$ cat src/rtl/load_seq_pkg.sv
// Shared types and helpers for the load sequencer.
package load_seq_pkg;

    // Widest channel bank the one-hot helper can address.
    localparam int OH_MAX = 64;

    typedef enum logic [2:0] {
        IDLE  = 3'd0,
        WAIT  = 3'd1,
        LOAD  = 3'd2,
        DONE  = 3'd3,
        ERROR = 3'd4
    } state_t;

    // One-hot decode of idx; out-of-range indices give all zeros.
    function automatic logic [OH_MAX-1:0] onehot(input int unsigned idx, input int unsigned n);
        return (idx < n) ? (OH_MAX'(1) << idx) : '0;
    endfunction

endpackage

$ cat src/rtl/seq_timer.sv
// Per-word wait timer: saturating counter, expired flags the last allowed wait cycle.
module seq_timer #(
    parameter int TIMEOUT = 255
) (
    input  logic clk,
    input  logic reset,
    input  logic clear,
    input  logic enable,
    output logic expired
);

    localparam int TW = (TIMEOUT > 0) ? $clog2(TIMEOUT + 1) : 1;
    localparam logic [TW-1:0] LAST = (TIMEOUT > 0) ? TW'(TIMEOUT - 1) : '0;

    logic [TW-1:0] count;

    // Count wait cycles; clear wins over enable, and the count holds at all-ones.
    always_ff @(posedge clk or negedge reset) begin
        if (!reset)
            count <= '0;
        else if (clear)
            count <= '0;
        else if (enable && (count != '1))
            count <= count + TW'(1);
    end

    // TIMEOUT of zero means never expire.
    assign expired = (TIMEOUT != 0) && (count == LAST);

endmodule

$ cat src/rtl/load_sequencer.sv
// Sequences NUM_CH handshaked word loads into a register bank, one-hot strobe per word.
module load_sequencer
    import load_seq_pkg::*;
#(
    parameter  int NUM_CH  = 4,
    parameter  int TIMEOUT = 255,
    localparam int CH_W    = (NUM_CH > 1) ? $clog2(NUM_CH) : 1
) (
    input  logic              clk,
    input  logic              reset,
    input  logic              start,
    input  logic              mode,
    input  logic              abort,
    input  logic              inputdata_ready,
    output logic              loaddata,
    output logic [NUM_CH-1:0] load_sel,
    output logic [CH_W-1:0]   ch_idx,
    output logic              busy,
    output logic              done,
    output logic              timeout_err
);

    localparam logic [CH_W-1:0] LAST_CH = CH_W'(NUM_CH - 1);

    state_t          state;
    state_t          nxt;
    logic [CH_W-1:0] nxt_ch;
    logic            start_acc;
    logic            expired;
    logic            tmr_clear;
    logic            tmr_en;

    // The timer only runs while waiting for a word; it restarts at every entry to WAIT.
    assign tmr_clear = abort || (state != WAIT);
    assign tmr_en    = (state == WAIT) && !inputdata_ready;

    seq_timer #(.TIMEOUT(TIMEOUT)) u_timer (
        .clk     (clk),
        .reset   (reset),
        .clear   (tmr_clear),
        .enable  (tmr_en),
        .expired (expired)
    );

    assign start_acc = !abort && (state == IDLE) && start;

    // Next state and channel; abort overrides everything, ready beats a same-cycle timeout.
    always_comb begin
        nxt    = state;
        nxt_ch = ch_idx;
        if (abort) begin
            nxt    = IDLE;
            nxt_ch = '0;
        end else begin
            case (state)
                IDLE: begin
                    if (start) begin
                        nxt    = WAIT;
                        nxt_ch = '0;
                    end
                end
                WAIT: begin
                    if (inputdata_ready)
                        nxt = LOAD;
                    else if (expired)
                        nxt = ERROR;
                end
                LOAD: begin
                    if (ch_idx == LAST_CH) begin
                        nxt = DONE;
                    end else begin
                        nxt    = WAIT;
                        nxt_ch = ch_idx + CH_W'(1);
                    end
                end
                DONE: begin
                    nxt    = mode ? WAIT : IDLE;
                    nxt_ch = '0;
                end
                ERROR: begin
                    nxt    = IDLE;
                    nxt_ch = '0;
                end
                default: begin
                    nxt    = IDLE;
                    nxt_ch = '0;
                end
            endcase
        end
    end

    // State register with outputs registered from the next state, so nothing is combinational from inputs.
    always_ff @(posedge clk or negedge reset) begin
        if (!reset) begin
            state       <= IDLE;
            ch_idx      <= '0;
            loaddata    <= 1'b0;
            load_sel    <= '0;
            busy        <= 1'b0;
            done        <= 1'b0;
            timeout_err <= 1'b0;
        end else begin
            state    <= nxt;
            ch_idx   <= nxt_ch;
            loaddata <= (nxt == LOAD);
            load_sel <= (nxt == LOAD) ? NUM_CH'(onehot(32'(nxt_ch), NUM_CH)) : '0;
            busy     <= (nxt == WAIT) || (nxt == LOAD) || (nxt == DONE);
            done     <= (nxt == DONE);
            if (start_acc)
                timeout_err <= 1'b0;
            else if (nxt == ERROR)
                timeout_err <= 1'b1;
        end
    end

endmodule

$ cat config.mk
export PLATFORM = sky130hd
export DESIGN_NAME = load_sequencer
export DESIGN_NICKNAME = d
export VERILOG_FILES = /design/src/rtl/load_seq_pkg.sv /design/src/rtl/seq_timer.sv /design/src/rtl/load_sequencer.sv
export SDC_FILE = /design/constraint.sdc
export NUM_CORES = 1
export LEC_CHECK = 0
export CAP_MARGIN = 20
export CORE_UTILIZATION = 30
export CTS_CLUSTER_DIAMETER = 150
export CTS_CLUSTER_SIZE = 30
export DETAILED_ROUTE_END_ITERATION = 7
export DONT_BUFFER_PORTS = 1
export PLACE_DENSITY = 0.52
export SKIP_CTS_REPAIR_TIMING = 1
export SYNTH_ARGS = -nofsm -noshare
export SYNTH_HDL_FRONTEND = slang
export SYNTH_SLANG_ARGS = --single-unit
$ cat constraint.sdc
create_clock -name clk -period 1.65 [get_ports clk]
set_input_delay 0.165 -clock clk [delete_from_list [all_inputs] [get_ports clk]]
set_output_delay 0.165 -clock clk [all_outputs]
set_load 0.005 [all_outputs]
==> results of run 1 <==
registers in the layout, indices dropped and copies added, names as in the netlist:
register / count
done: 1
state: 3
load_sel: 4
ch_idx: 2
loaddata: 1
u_timer.count: 8
busy: 1
timeout_err: 1
worst min-delay path by stage:
stage | slack (ns) | endpoint | cells past startpoint | start
after floorplan | -0.13 | busy$_DFF_PN0_ | 0 | reset
after global placement | -0.13 | u_timer.count[6]$_DFFE_PN0P_ | 0 | reset
after detailed placement | -0.13 | u_timer.count[6]$_DFFE_PN0P_ | 0 | reset
after CTS | -0.48 | loaddata$_DFF_PN0_ | 0 | reset
after global routing | 0.02 | busy$_DFF_PN0_ | 2 | abort
final | 0.02 | busy$_DFF_PN0_ | 2 | abort
routing by layer:
layer / vias to the layer above / routed length, µm
met5: - / 0
met4: 0 / 55
met3: 5 / 80
met2: 11 / 1050
met1: 380 / 993
li1: 370 / -
power groups by stage:
| stage | Sequential (W) | Combinational [W] | Clock (W) |
|---|---|---|---|
| 3_3_place_gp | 0.000542 | 0.0000562 | 0 |
| 3_5_place_dp | 0.000543 | 0.0000572 | 0 |
| 6_report | 0.000534 | 0.0000735 | 0.000252 |
| 5_1_grt | 0.000535 | 0.0000830 | 0.000280 |
| 2_1_floorplan | 0.000540 | 0.0000385 | 0 |
| 4_1_cts | 0.000533 | 0.0000575 | 0.000261 |
cell type report:
cell class,count,area [µm²]
fillers,337,1950
flip-flops and latches,21,527
multi-input cells,68,448
repair buffers,11,87.6
well taps,44,55.1
clock buffers,3,22.5
inverters,3,11.3
clock inverters,1,5.00
cell usage after synthesis:
master | count | area (µm²)
and4bb_2 | 1 | 12.5
xor2_1 | 3 | 26.3
inv_1 | 3 | 11.3
buf_6 | 1 | 11.3
nand2b_1 | 2 | 12.5
or2b_1 | 1 | 7.51
a21oi_1 | 8 | 40.0
o21a_1 | 1 | 7.51
nor2_1 | 7 | 26.3
nor3b_1 | 1 | 7.51
o32a_2 | 1 | 11.3
o2111ai_1 | 1 | 8.76
nor4_1 | 1 | 6.26
nor4b_4 | 1 | 23.8
nand2_1 | 7 | 26.3
o211ai_2 | 1 | 12.5
o21ai_0 | 8 | 40.0
nand4b_1 | 1 | 8.76
a211oi_1 | 1 | 7.51
nor3_1 | 1 | 5.00
o211ai_1 | 1 | 7.51
or3_1 | 4 | 25.0
and4_1 | 1 | 8.76
nand4_1 | 3 | 18.8
nand3_1 | 3 | 15.0
ha_1 | 2 | 25.0
dfrtp_1 | 21 | 526
o31ai_1 | 1 | 7.51
nor4b_1 | 1 | 8.76
a2bb2oi_1 | 1 | 8.76
nand3b_1 | 2 | 15.0
or2_2 | 1 | 6.26
and2_1 | 1 | 6.26
kinds of logic (layout without fill, tap and decap cells):
| group | after synthesis | after routing |
|---|---|---|
| compound gates | 24 | 24 |
| fa+ha+maj | 2 | 2 |
| simple gates | 39 | 39 |
| buf+inv | 4 | 18 |
| flops | 21 | 21 |
| xor+xnor | 3 | 3 |
metrics by stage:
stage,instance area [µm²],hold WS [ns],total power [W],util
floorplan,991,-0.131,0.000578,-
global placement,1090,-0.130,0.000599,0.350
detailed placement,1090,-0.130,0.000600,0.350
CTS,1110,-0.477,0.000852,0.359
global route,1160,0.0165,0.000898,0.373
finish,1160,0.0152,0.000859,0.373
==> impl_metrics.sql, run 1 <==
INSERT INTO impl_metrics (metric_group, metric, value, unit) VALUES
('critical_path', 'worst_ep_arrival_time', '1.78', 'ns'),
('run_status', 'outcome', 'completed', ''),
('global_route', 'grt_pass1_vias', '759', ''),
('critical_path', 'critical_path_class', 'reg -> reg', ''),
('timing', 'layout_worst_path_cycle_share', '0.956', ''),
('timing', 'fin_ws', '0.0726', 'ns'),
('pwr', 'total_switching_power', '0.000213', 'W'),
('critical_path', 'cp_data_required_time', '1.85', 'ns'),
('synth', 'synthAdderAreaFrac', '0.0253', ''),
('critical_path', 'critPathLaunch', 'state[1]$_DFF_PN0_', ''),
('clock_tree', 'clockRootBuffer', 'clkbuf_4', ''),
('critical_path', 'timing.critical_path.mode_cell', 'buf_4', ''),
('critical_path', 'worst-path-max-fanout', '6', ''),
('final_layout', 'final_common_cell', 'dfrtp_1', ''),
('synth', 'synth.net_count', '101', ''),
('synth', 'avgSynthCellArea', '10.7', 'µm²'),
('pwr', 'power_report.internal_total', '0.000646', 'W'),
('timing', 'timing.fmax', '634', 'MHz'),
('clock_tree', 'cts_made_buffers', '3', ''),
('detailed_routing', 'post_dr_vias_cell', '5.07', ''),
('placed_design', 'gp_congestion', '0.773', ''),
('pwr', 'worst_ir_drop_vdd', '0.000196', 'V'),
('global_route', 'grt_start_max_net_pins', '22', ''),
('synth', 'synth-simple-area-share', '0.242', ''),
('detailed_routing', 'detail-route-antenna-nets', '0', ''),
('global_route', 'global_route.usage.met2', '0.220', ''),
('floorplan', 'io-pin-count', '16', ''),
('synth', 'synthesized_area_fraction_occupied_by_xor_and_xnor_cells', '0.0265', ''),
('synth', 'seq_area_frac_synth', '0.530', ''),
('pwr', 'leakagePower', '0.487', 'nW'),
('final_layout', 'finish.cell_count_without_fillers', '151', ''),
('detailed_routing', 'postRouteWirelength', '2170', 'µm'),
('critical_path', 'worst-r2r-setup-slack', '0.07', 'ns'),
('critical_path', 'critical_path.slowest_cell', 'dfrtp_1', ''),
('final_layout', 'area.growth.synth_to_final', '16.7', '%'),
('clock_tree', 'clock_insertion_delay_worst_skew', '0.31', 'ns'),
('floorplan', 'row_count', '20', ''),
('detailed_routing', 'wl_per_cell', '14.4', 'µm'),
('floorplan', 'initial_core_util', '0.319', ''),
('synth', 'synth.lib_cells_used.distinct', '33', ''),
('synth', 'synth_area', '991', 'µm²'),
('timing', 'tns', '0', 'ns'),
('clock_tree', 'number_of_buffers_between_clock_root_and_the_deepest_sink', '2', ''),
('critical_path', 'cp.depth', '6', ''),
('timing', 'finClkSkew', '0.00861', 'ns'),
('final_layout', 'drive_gt1_frac', '0.187', ''),
('synth', 'dominant_combinational_cell_family_by_area_after_synthesis', 'simple AND/OR/NAND/NOR gates', ''),
('detailed_routing', 'drc', '0', ''),
('global_route', 'gr-usage-met3', '0.0262', ''),
('pwr', 'power.density_cell_area', '743', 'nW/µm²'),
('timing', 'finalCriticalPeriod', '1.58', 'ns'),
('critical_path', 'timing.critical_path.from_type', 'flip-flop', ''),
('clock_tree', 'worst_path_clk_slew', '0.12', 'ns'),
('floorplan', 'die_height', '59.5', 'µm'),
('synth', 'synth_cells', '93', ''),
('global_route', 'global_route.usage.met1', '0.157', ''),
('synth', 'yosys_warnings', '0', ''),
('floorplan', 'die_w', '59.5', 'µm'),
('timing', 'worst_pin_slew', '0.942', 'ns'),
('final_layout', 'antenna_cells', '0', ''),
('detailed_routing', 'via_count', '766', ''),
('detailed_routing', 'detailedRoute.firstIterationViolations', '26', ''),
('synth', 'synth-compound-area-share', '0.153', ''),
('pwr', 'clock_power_share', '0.293', ''),
('critical_path', 'path_buf_inv', '2', ''),
('critical_path', 'cpPeakStageDelay', '0.43', 'ns'),
('final_layout', 'design.final.nets', '116', ''),
('detailed_routing', 'firstDrtPassIters', '4', ''),
('clock_tree', 'clock_tree_from_tritoncts', 'yes', ''),
('timing', 'slew-limit-headroom', '0.370', ''),
('placed_design', 'place_hpwl', '1590', 'µm');
Note: power is estimated with default switching activity, not from simulation.
==> inputs of run 2 (changes only) <==
--- a/config.mk
+++ b/config.mk
@@ -5,13 +5,13 @@
 export SDC_FILE = /design/constraint.sdc
 export NUM_CORES = 1
 export LEC_CHECK = 0
+export BUFFER_PORTS_ARGS = -buffer_cell sky130_fd_sc_hd__buf_2
 export CAP_MARGIN = 20
 export CORE_UTILIZATION = 30
 export CTS_CLUSTER_DIAMETER = 150
 export CTS_CLUSTER_SIZE = 30
 export DETAILED_ROUTE_END_ITERATION = 7
-export DONT_BUFFER_PORTS = 1
-export PLACE_DENSITY = 0.52
+export PLACE_DENSITY = 0.56
 export SKIP_CTS_REPAIR_TIMING = 1
 export SYNTH_ARGS = -nofsm -noshare
 export SYNTH_HDL_FRONTEND = slang
==> run 2 against run 1 <==
Effect of this change:
- maximum frequency up 1.1%
- core utilization grew 2.5 points
- non-clock buffer count increased by 14
- sequential power hardly changed
- clock-buffer cell count unchanged
- combinational power increased by 18%
- sequential cell count unchanged
- critical path depth shrank 1
- cell count grew 9.3%
- setup slack improved by 0.017 ns
- worst hold slack improved by 0.050 ns
- critical endpoint is now u_timer.count[4]$_DFFE_PN0P_
- largest cell class unchanged
- largest power group unchanged
==> impl_metrics.sql, run 2 (synthesis gave the netlist of run 1 again) <==
INSERT INTO impl_metrics (metric_group, metric, value, unit) VALUES
('detailed_routing', 'wl_per_cell', '12.9', 'µm'),
('critical_path', 'worst-r2r-setup-slack', '0.09', 'ns'),
('detailed_routing', 'post_dr_vias_cell', '4.83', ''),
('min_path', 'holdCritPathClass', 'in -> reg', ''),
('final_layout', 'design.final.nets', '130', ''),
('clock_tree', 'clkSinkCount', '21', ''),
('final_layout', 'leading_cell_types_in_the_layout_fill_and_taps_excluded', '20 x dfrtp_1, 15 x buf_2, 9 x buf_4', ''),
('detailed_routing', 'via_count', '797', ''),
('floorplan', 'design.core.area', '3100', 'µm²'),
('detailed_routing', 'postRouteWirelength', '2130', 'µm'),
('clock_tree', 'clock_insertion_delay_worst_skew', '0.31', 'ns'),
('final_layout', 'footprint_of_the_multi_input_gates', '459', 'µm²'),
('timing', 'slew-limit-headroom', '0.678', ''),
('job', 'max-cap-violations', '0', ''),
('critical_path', 'critical_path_class', 'reg -> reg', ''),
('pwr', 'total_switching_power', '0.000221', 'W'),
('critical_path', 'critical_path.endpoint_type', 'flip-flop', ''),
('placed_design', 'gp_congestion', '0.777', ''),
('floorplan', 'row_count', '20', ''),
('detailed_routing', 'detail-route-antenna-nets', '0', ''),
('clock_tree', 'cts_made_buffers', '3', ''),
('min_path', 'min_path_cells', '2', ''),
('final_layout', 'finish.cell_count_without_fillers', '165', ''),
('detailed_routing', 'detailedRoute.firstIterationViolations', '20', ''),
('global_route', 'grt_antenna_before_repair', '0', ''),
('global_route', 'grt_util_all_layers', '0.133', ''),
('pwr', 'clock_power_share', '0.292', ''),
('global_route', 'grt_start_max_net_pins', '22', ''),
('timing', 'finalCriticalPeriod', '1.56', 'ns'),
('clock_tree', 'clockRootBuffer', 'clkbuf_4', ''),
('critical_path', 'worst-path-max-fanout', '6', ''),
('timing', 'layout_worst_path_cycle_share', '0.946', ''),
('final_layout', 'reg_top3', 'u_timer.count (8), load_sel (4), state (3)', ''),
('placed_design', 'portBuffers', '15', ''),
('pwr', 'power_switching_share', '0.253', ''),
('timing', 'timing.fmax', '641', 'MHz'),
('min_path', 'hold-path-endpoint', 'state[2]$_DFF_PN0_', ''),
('floorplan', 'io-pin-count', '16', ''),
('placed_design', 'placed_cell_area', '1170', 'µm²'),
('final_layout', 'design_area', '1230', 'µm²'),
('critical_path', 'worst_ep_arrival_time', '1.80', 'ns'),
('clock_tree', 'number_of_buffers_between_clock_root_and_the_deepest_sink', '2', ''),
('final_layout', 'final.fill_count', '331', ''),
('detailed_routing', 'drc', '0', ''),
('timing', 'timing.final.setup_violations', '0', ''),
('final_layout', 'area.growth.synth_to_final', '24.4', '%'),
('timing', 'worst_pin_slew', '0.484', 'ns'),
('floorplan', 'floorplan.die_area', '3540', 'µm²'),
('final_layout', 'final_common_cell', 'dfrtp_1', ''),
('critical_path', 'cp_data_required_time', '1.89', 'ns'),
('pwr', 'worst_ir_drop_vdd', '0.000295', 'V'),
('floorplan', 'initial_core_util', '0.319', ''),
('final_layout', 'drive_gt1_frac', '0.306', ''),
('pwr', 'power.density_cell_area', '708', 'nW/µm²'),
('global_route', 'wire_length_of_the_first_global_routing_pass', '3490', 'µm'),
('pwr', 'leakagePower', '0.558', 'nW'),
('placed_design', 'dp.cells', '159', ''),
('pwr', 'seq_power_share', '0.608', ''),
('critical_path', 'critical_path.slowest_cell', 'dfrtp_1', ''),
('critical_path', 'worstRegToRegCells', '5', ''),
('global_route', 'grt_pass1_vias', '800', ''),
('critical_path', 'path_cells', 'nor4b_4, buf_4, o211ai_1, or3_1, a21oi_1', ''),
('pwr', 'power_report.internal_total', '0.000652', 'W'),
('min_path', 'hp-start', 'abort', ''),
('final_layout', 'seq_area', '527', 'µm²'),
('critical_path', 'cpPeakStageDelay', '0.43', 'ns'),
('clock_tree', 'worst_path_clk_slew', '0.12', 'ns'),
('clock_tree', 'clock_tree.htree_level_count', '1', ''),
('placed_design', 'place_hpwl', '1510', 'µm'),
('final_layout', 'antenna_cells', '0', ''),
('critical_path', 'critical_path.reg2reg.startpoint', 'state[1]$_DFF_PN0_', ''),
('floorplan', 'die_w', '59.5', 'µm'),
('timing', 'finClkSkew', '0.00267', 'ns'),
('timing', 'maxSlewViolCount', '0', ''),
('pwr', 'comb_power_share', '0.100', ''),
('run_status', 'outcome', 'completed', ''),
('clock_tree', 'clock_tree_from_tritoncts', 'yes', ''),
('detailed_routing', 'firstDrtPassIters', '4', ''),
('critical_path', 'timing.critical_path.from_type', 'flip-flop', ''),
('timing', 'final_hold_viol_count', '0', ''),
('global_route', 'final_global_route_overflow_total', '0', ''),
('critical_path', 'r2r_path_end', 'u_timer.count[4]$_DFFE_PN0P_', ''),
('final_layout', 'largest_reg_flops', '8', ''),
('floorplan', 'die_height', '59.5', 'µm'),
('final_layout', 'top_register', 'u_timer.count', '');
## run 2: area by class of cell
cell class                 count  share of cell area
sequential                    21               0.427
multi-input combinational     68               0.373
timing repair buffer          25               0.124
tap                           44              0.0447
clock buffer                   3              0.0183
inverter                       3             0.00914
clock inverter                 1             0.00406
## run 2: how the worst max path moves through the flow
| stage | startpoint | endpoint | slack (ns) | cells past startpoint |
|---|---|---|---|---|
| floorplan | state[1]$_DFF_PN0_ | u_timer.count[4]$_DFFE_PN0P_ | 0.08 | 5 |
| global placement | state[2]$_DFF_PN0_ | timeout_err$_DFFE_PN0P_ | 0.09 | 4 |
| detailed placement | state[2]$_DFF_PN0_ | u_timer.count[4]$_DFFE_PN0P_ | 0.02 | 4 |
| CTS | state[2]$_DFF_PN0_ | u_timer.count[4]$_DFFE_PN0P_ | -0.02 | 4 |
| global route | state[1]$_DFF_PN0_ | u_timer.count[4]$_DFFE_PN0P_ | -0.001 | 5 |
| finish | state[1]$_DFF_PN0_ | u_timer.count[4]$_DFFE_PN0P_ | 0.09 | 5 |
## run 2: per-layer routing
metal | wire length, µm | share of wire | up-vias | global-route usage
met5 | 0 | 0 | - | 0
met1 | 1030 | 0.48 | 384 | 0.179
met4 | 30 | 0.014 | 0 | 0.0714
met2 | 1010 | 0.48 | 12 | 0.204
li1 | - | - | 399 | -
met3 | 54 | 0.025 | 2 | 0.0197
## run 2: stage by stage
step / utilization / setup slack [ns] / total power [W] / hold slack, ns / setup TNS (ns)
2_1_floorplan: - / 0.0842 / 0.000578 / -0.131 / 0
3_3_place_gp: 0.377 / 0.0882 / 0.000621 / 0.147 / 0
3_5_place_dp: 0.377 / 0.0170 / 0.000622 / 0.155 / 0
4_1_cts: 0.386 / -0.0151 / 0.000877 / -0.192 / -0.0265
5_1_grt: 0.397 / -0.00149 / 0.000918 / 0.0652 / -0.00149
6_report: 0.397 / 0.0891 / 0.000873 / 0.0655 / 0
## run 2: power by group through the flow
stage          Clock (W)  Combinational (W)  Sequential [W]
2_1_floorplan          0          0.0000385        0.000540
3_3_place_gp           0          0.0000806        0.000540
3_5_place_dp           0          0.0000816        0.000540
4_1_cts         0.000265          0.0000818        0.000530
5_1_grt         0.000287          0.0000987        0.000532
6_report        0.000255          0.0000870        0.000531
## run 2: critical path: cells and delay by family (launching register included)
family                 cells  cell delay [ns]
DFF                        1             0.43
and+or+nand+nor            2             0.60
buffers and inverters      1             0.18
AOI/OAI and AO/OA          2             0.29
